==> src/rtl/mult_share_arbiter_if.sv <==
// Requester, response and multiplier-side signals of mult_share_arbiter.
// slave is the arbiter's view; master is the view of the clients and multiplier around it.
interface mult_share_arbiter_if #(
    parameter int unsigned N = 4,
    parameter int unsigned W = 4
);
    logic [N-1:0]   req_valid;
    logic [N*W-1:0] req_x;
    logic [N*W-1:0] req_y;
    logic [N-1:0]   req_ready;
    logic [N-1:0]   resp_valid;
    logic [2*W-1:0] resp_product;
    logic           resp_err;
    logic           mul_start;
    logic [W-1:0]   mul_x;
    logic [W-1:0]   mul_y;
    logic           mul_done;
    logic [2*W-1:0] mul_product;
    logic           busy;

    modport slave (
        input  req_valid, req_x, req_y, mul_done, mul_product,
        output req_ready, resp_valid, resp_product, resp_err, mul_start, mul_x, mul_y, busy
    );

    modport master (
        output req_valid, req_x, req_y, mul_done, mul_product,
        input  req_ready, resp_valid, resp_product, resp_err, mul_start, mul_x, mul_y, busy
    );
endinterface

==> src/rtl/mult_share_arbiter.sv <==
// Round-robin arbiter sharing one start/done multiplier among N requesters,
// with a watchdog that turns a missing completion into an error response.
module mult_share_arbiter #(
    parameter int unsigned N       = 4,
    parameter int unsigned W       = 4,
    parameter int unsigned TIMEOUT = 64
) (
    input  logic                  clk_in,
    input  logic                  rst_in,
    mult_share_arbiter_if.slave   bus
);
    localparam int unsigned IW = (N > 1) ? $clog2(N) : 1;
    localparam int unsigned CW = (TIMEOUT > 2) ? $clog2(TIMEOUT) : 1;

    typedef enum logic [1:0] {StIdle, StIssue, StWait, StResp} state_e;

    state_e         state_q, state_d;
    logic [IW-1:0]  ptr_q, ptr_d;
    logic [IW-1:0]  owner_q, owner_d;
    logic [W-1:0]   x_q, x_d;
    logic [W-1:0]   y_q, y_d;
    logic [2*W-1:0] prod_q, prod_d;
    logic           err_q, err_d;
    logic [CW-1:0]  cnt_q, cnt_d;

    logic           grant_found;
    logic [IW-1:0]  grant_idx;
    logic [IW-1:0]  cand_idx;

    // First valid requester at or above ptr, wrapping from N-1 back to 0.
    always_comb begin
        grant_found = 1'b0;
        grant_idx   = '0;
        cand_idx    = '0;
        for (int unsigned k = 0; k < N; k++) begin
            cand_idx = IW'((ptr_q + k) % N);
            if (!grant_found && bus.req_valid[cand_idx]) begin
                grant_found = 1'b1;
                grant_idx   = cand_idx;
            end
        end
    end

    always_comb begin
        state_d          = state_q;
        ptr_d            = ptr_q;
        owner_d          = owner_q;
        x_d              = x_q;
        y_d              = y_q;
        prod_d           = prod_q;
        err_d            = err_q;
        cnt_d            = cnt_q;
        bus.req_ready    = '0;
        bus.resp_valid   = '0;
        bus.resp_product = '0;
        bus.resp_err     = 1'b0;
        bus.mul_start    = 1'b0;
        bus.mul_x        = x_q;
        bus.mul_y        = y_q;
        bus.busy         = (state_q != StIdle);

        unique case (state_q)
            StIdle: begin
                if (grant_found) begin
                    bus.req_ready = N'(1) << grant_idx;
                    owner_d       = grant_idx;
                    x_d           = bus.req_x[grant_idx*W +: W];
                    y_d           = bus.req_y[grant_idx*W +: W];
                    state_d       = StIssue;
                end
            end
            StIssue: begin
                bus.mul_start = 1'b1;
                cnt_d         = '0;
                state_d       = StWait;
            end
            StWait: begin
                cnt_d = cnt_q + 1'b1;
                // Completion takes priority over a watchdog expiring in the same cycle.
                if (bus.mul_done) begin
                    prod_d  = bus.mul_product;
                    err_d   = 1'b0;
                    state_d = StResp;
                end else if (cnt_q == CW'(TIMEOUT - 1)) begin
                    prod_d  = '0;
                    err_d   = 1'b1;
                    state_d = StResp;
                end
            end
            StResp: begin
                bus.resp_valid   = N'(1) << owner_q;
                bus.resp_product = prod_q;
                bus.resp_err     = err_q;
                ptr_d            = (owner_q == IW'(N - 1)) ? '0 : owner_q + 1'b1;
                state_d          = StIdle;
            end
            default: state_d = StIdle;
        endcase
    end

    always_ff @(posedge clk_in) begin
        if (!rst_in) begin
            state_q <= StIdle;
            ptr_q   <= '0;
            owner_q <= '0;
            x_q     <= '0;
            y_q     <= '0;
            prod_q  <= '0;
            err_q   <= 1'b0;
            cnt_q   <= '0;
        end else begin
            state_q <= state_d;
            ptr_q   <= ptr_d;
            owner_q <= owner_d;
            x_q     <= x_d;
            y_q     <= y_d;
            prod_q  <= prod_d;
            err_q   <= err_d;
            cnt_q   <= cnt_d;
        end
    end
endmodule
==> src/flat_wrapper.sv <==
// flat-port wrapper written by rule: the top's interface ports become plain ports
module mult_share_arbiter_flat 
#(
    parameter int unsigned N       = 4,
    parameter int unsigned W       = 4,
    parameter int unsigned TIMEOUT = 64
)
  (clk_in, rst_in, bus_req_valid, bus_req_x, bus_req_y, bus_mul_done, bus_mul_product, bus_req_ready, bus_resp_valid, bus_resp_product, bus_resp_err, bus_mul_start, bus_mul_x, bus_mul_y, bus_busy);
  mult_share_arbiter_if #(.N(N), .W(W)) bus_i ();
  input  logic clk_in;
  input  logic rst_in;
  input wire logic [$bits(bus_i.req_valid)-1:0] bus_req_valid;
  input wire logic [$bits(bus_i.req_x)-1:0] bus_req_x;
  input wire logic [$bits(bus_i.req_y)-1:0] bus_req_y;
  input wire logic [$bits(bus_i.mul_done)-1:0] bus_mul_done;
  input wire logic [$bits(bus_i.mul_product)-1:0] bus_mul_product;
  output wire logic [$bits(bus_i.req_ready)-1:0] bus_req_ready;
  output wire logic [$bits(bus_i.resp_valid)-1:0] bus_resp_valid;
  output wire logic [$bits(bus_i.resp_product)-1:0] bus_resp_product;
  output wire logic [$bits(bus_i.resp_err)-1:0] bus_resp_err;
  output wire logic [$bits(bus_i.mul_start)-1:0] bus_mul_start;
  output wire logic [$bits(bus_i.mul_x)-1:0] bus_mul_x;
  output wire logic [$bits(bus_i.mul_y)-1:0] bus_mul_y;
  output wire logic [$bits(bus_i.busy)-1:0] bus_busy;
  assign bus_i.req_valid = bus_req_valid;
  assign bus_i.req_x = bus_req_x;
  assign bus_i.req_y = bus_req_y;
  assign bus_i.mul_done = bus_mul_done;
  assign bus_i.mul_product = bus_mul_product;
  assign bus_req_ready = bus_i.req_ready;
  assign bus_resp_valid = bus_i.resp_valid;
  assign bus_resp_product = bus_i.resp_product;
  assign bus_resp_err = bus_i.resp_err;
  assign bus_mul_start = bus_i.mul_start;
  assign bus_mul_x = bus_i.mul_x;
  assign bus_mul_y = bus_i.mul_y;
  assign bus_busy = bus_i.busy;
  mult_share_arbiter #(.N(N), .W(W), .TIMEOUT(TIMEOUT)) u_core (.clk_in(clk_in), .rst_in(rst_in), .bus(bus_i));
endmodule
==> config.mk <==
export PLATFORM = sky130hd
export DESIGN_NAME = mult_share_arbiter_flat
export DESIGN_NICKNAME = d
export VERILOG_FILES = /design/src/rtl/mult_share_arbiter_if.sv /design/src/rtl/mult_share_arbiter.sv /design/src/flat_wrapper.sv
export SDC_FILE = /design/constraint.sdc
export NUM_CORES = 1
export LEC_CHECK = 0
export CORE_MARGIN = 2
export CORE_UTILIZATION = 67
export CTS_CLUSTER_DIAMETER = 40
export DETAILED_ROUTE_END_ITERATION = 7
export DONT_BUFFER_PORTS = 1
export MAX_ROUTING_LAYER = met4
export PLACE_DENSITY = 0.84
export RECOVER_POWER = 100
export SYNTH_ARGS = -nofsm -noshare
export SYNTH_HDL_FRONTEND = slang
export SYNTH_SLANG_ARGS = --single-unit
==> constraint.sdc <==
create_clock -name clk_in -period 5.4 [get_ports clk_in]
set_input_delay 0.54 -clock clk_in [delete_from_list [all_inputs] [get_ports clk_in]]
set_output_delay 0.54 -clock clk_in [all_outputs]
set_load 0.01 [all_outputs]
==> flow_summary.yaml <==
run_status:
  status: "finished, violations left"
  violations: "capacitance limit, slew limit"
grt:
  antenna_found_initial: 0
  grt_first_pass_wirelength_um: 6760
  gr-total-overflow: 0
  grt_pass1_vias: 1459
  grtUsageTotal_pct: 28.5
  grt_max_degree: 37
sta:
  fin_crit_sh_pct: 66.2
  min_period_ns: 3.57
  rsz0062_at_grt: "no"
  setup_violations: 0
  finalMaxSlewViolations: 12
  setup_tns_ns: 0
  tightest_slew_ns: 1.65
  max_slew_margin_pct: -10.7
  hold_violations: 0
  fmax_ghz: 0.280
  final.setup_skew_ns: 0.00953
clock_network:
  ctsHoldBuffers: 0
  numCtsBuffers: 5
  clock_sinks: 29
  cts_resized: 0
  cts_htree_levels: 2
  cts-root-buf: "clkbuf_4"
  cts_buffer_depth: 2
  clkTransAtPathRegs_ns: 0.10
  cts_tree: "built"
  worstSkewPairLatency_ns: 0.34
  postCtsSetupBuffers: 0
synth:
  async_flop_share_pct: 0
  avgSynthCellArea_um2: 8.98
  synthDistinctLibCells: 42
  synth-main-ff-cell: "dfxtp_1"
  syn_area_mm2: 0.00179
  synth_warnings: 0
  synth-seq-cells: 29
  syn_nets: 255
  yosysSeqAreaShare_pct: 32.5
  synth_area_leader_cell: "dfxtp_1"
  synth_enable_flop_cells: 0
  synth_cells: 199
  synth.top_cell.area_share_pct: 32.5
  synth_area_leaders: "dfxtp_1, ha_1, mux2_4"
hold_path:
  hold_start: "rst_in"
  whs_endpoint: "u_core.state_q[1]"
  hold_depth: 1
  min_path_type: "in -> reg"
pwr:
  intPower_mw: 0.461
  pwr-share-clk_pct: 26.4
  power_density_mw_per_mm2: 392
  power_frac_comb_pct: 32.7
  finalPower_mw: 0.728
  peakVddDrop_mv: 0.435
  leakage_nw: 0.725
  seqPwrFrac_pct: 41.0
  switching_share_pct: 36.7
  p_sw_mw: 0.267
finish:
  final_nets: 252
  antenna_cells: 0
  final_area_mm2: 0.00186
  drive_gt1_share_pct: 10.2
  fill_cells: 186
  area_growth_pct: 3.85
placed_design:
  port-buffer-count: 0
  post_dp_cell_area_mm2: 0.00178
  hpwl_um: 3080
  routabilityCongestion: 0.918
floorplanning:
  start_util_pct: 71.5
  ios: 74
  die_y_um: 55.7
  coreArea_mm2: 0.00250
  die-area_mm2: 0.00310
  rows: 18
  fp.dieW_um: 55.7
detailed_routing:
  drc_errors: 0
  firstDrtPassIters: 4
  wire_per_inst_um: 18.4
  drt_first_iter_violations: 85
  routed_via_density: 6.78
  drt-total-wl_um: 4180
  vias: 1538
  ant_nets: 0
setup_path:
  critPathCaptureType: "primary output"
  critPathKind: "reg -> out"
  critPathRequiredTime_ns: 4.86
  rrSetupSlack_ns: 2.43
  cp-start-kind: "flip-flop"
  crit_arrival_ns: 3.03
  worstPathMaxFanout: 11
  r2r_end: "u_core.bus.mul_y[3]"
  rr_worst_depth: 5
  r2r-start: "u_core.ptr_q[1]"
run:
  cap_viol_max_count: 1
per-stage QoR:
stage | hold WS (ns) | util [%] | worst slack (ns) | cells
floorplan | 0.454 | - | 3.33 | 199
global placement | 0.465 | 71.2 | 2.78 | 219
detailed placement | 0.493 | 71.2 | 2.68 | 219
CTS | 0.327 | 74.8 | 2.37 | 227
global route | 0.318 | 74.3 | 1.48 | 227
finish | 0.333 | 74.3 | 1.83 | 227
worst max-delay path, cell delays in order, from the launching register on:
cell     delay (ns)
dfxtp_1        0.43
mux2i_1        0.27
nor2_1         0.17
nor3_1         1.32
nand2_1        0.23
nor2_1         0.28
synth_stat cells (2+ instances only):
master	number
dfxtp_1	29
and2_1	14
nor2b_1	13
and3_1	11
a21oi_1	10
nand4_1	10
a22oi_1	9
ha_1	9
a221o_1	8
clkbuf_1	8
nand2_1	8
nor2_1	8
o31ai_1	8
inv_1	7
mux2_4	7
a21boi_0	4
mux2i_1	4
nand2b_1	3
xor2_1	3
nor3_1	2
o21ai_0	2
or3_1	2
per-layer routing:
metal  up-vias  GRT usage [%]  wire length (µm)
li1        722              -                 -
met1       716           32.7              1690
met5         -              -                 0
met2        87           45.7              2000
met4         0           12.9               104
met3        13           8.60               376
how the worst max path moves through the flow:
stage / from / endpoint / slack, ns
after floorplan: bus_req_valid[2] / bus_req_ready[1] / 3.33
after global placement: bus_req_valid[2] / bus_req_ready[3] / 2.78
after detailed placement: bus_req_valid[2] / bus_req_ready[1] / 2.68
after CTS: u_core.ptr_q[1] / bus_req_ready[1] / 2.37
after global routing: u_core.ptr_q[1] / bus_req_ready[1] / 1.48
final: u_core.ptr_q[1] / bus_req_ready[3] / 1.83
registers in the layout, indices dropped and copies added (netlist names):
name              count
u_core.cnt_q          6
u_core.prod_q         8
u_core.owner_q        2
u_core.err_q          1
u_core.ptr_q          2
u_core.state_q        2
u_core.bus.mul_y      4
u_core.bus.mul_x      4
cell usage in the layout (no fill, tap or decap), drive strengths merged, types with 4 or more instances in the layout:
master	count
dfxtp	29
nor2b	13
inv	7
a21oi	11
a221o	8
and3	11
nand2b	4
mux2i	4
nor2	10
a21boi	4
nand4	10
and2	14
mux2	8
ha	9
nand2	8
o31ai	8
clkbuf	6
a22oi	9
power groups by stage:
stage | combinational [mW] | sequential, mW | clock [mW]
after floorplan | 0.201 | 0.293 | 0
final | 0.238 | 0.298 | 0.192
after global routing | 0.266 | 0.304 | 0.204
after detailed placement | 0.236 | 0.302 | 0
after global placement | 0.227 | 0.300 | 0
after CTS | 0.238 | 0.299 | 0.193
cell type report:
type	instances	area (µm²)	share of cell area (%)
Clock buffer	6	51.3	2.76
Tap cell	30	37.5	2.02
Clock inverter	2	37.5	2.02
Inverter	7	26.3	1.42
Multi-Input combinational cell	153	1120	60.5
Sequential cell	29	581	31.3
cells by family after synthesis:
group           after synthesis  share of synthesized area, %
compound gates               47                          19.7
xor+xnor                      3                          1.47
fa+ha+maj                     9                          6.30
buf+inv                      17                          3.99
flops                        29                          32.5
mux                          12                          8.75
simple gates                 82                          27.3
Note: power is estimated with default switching activity, not from simulation.
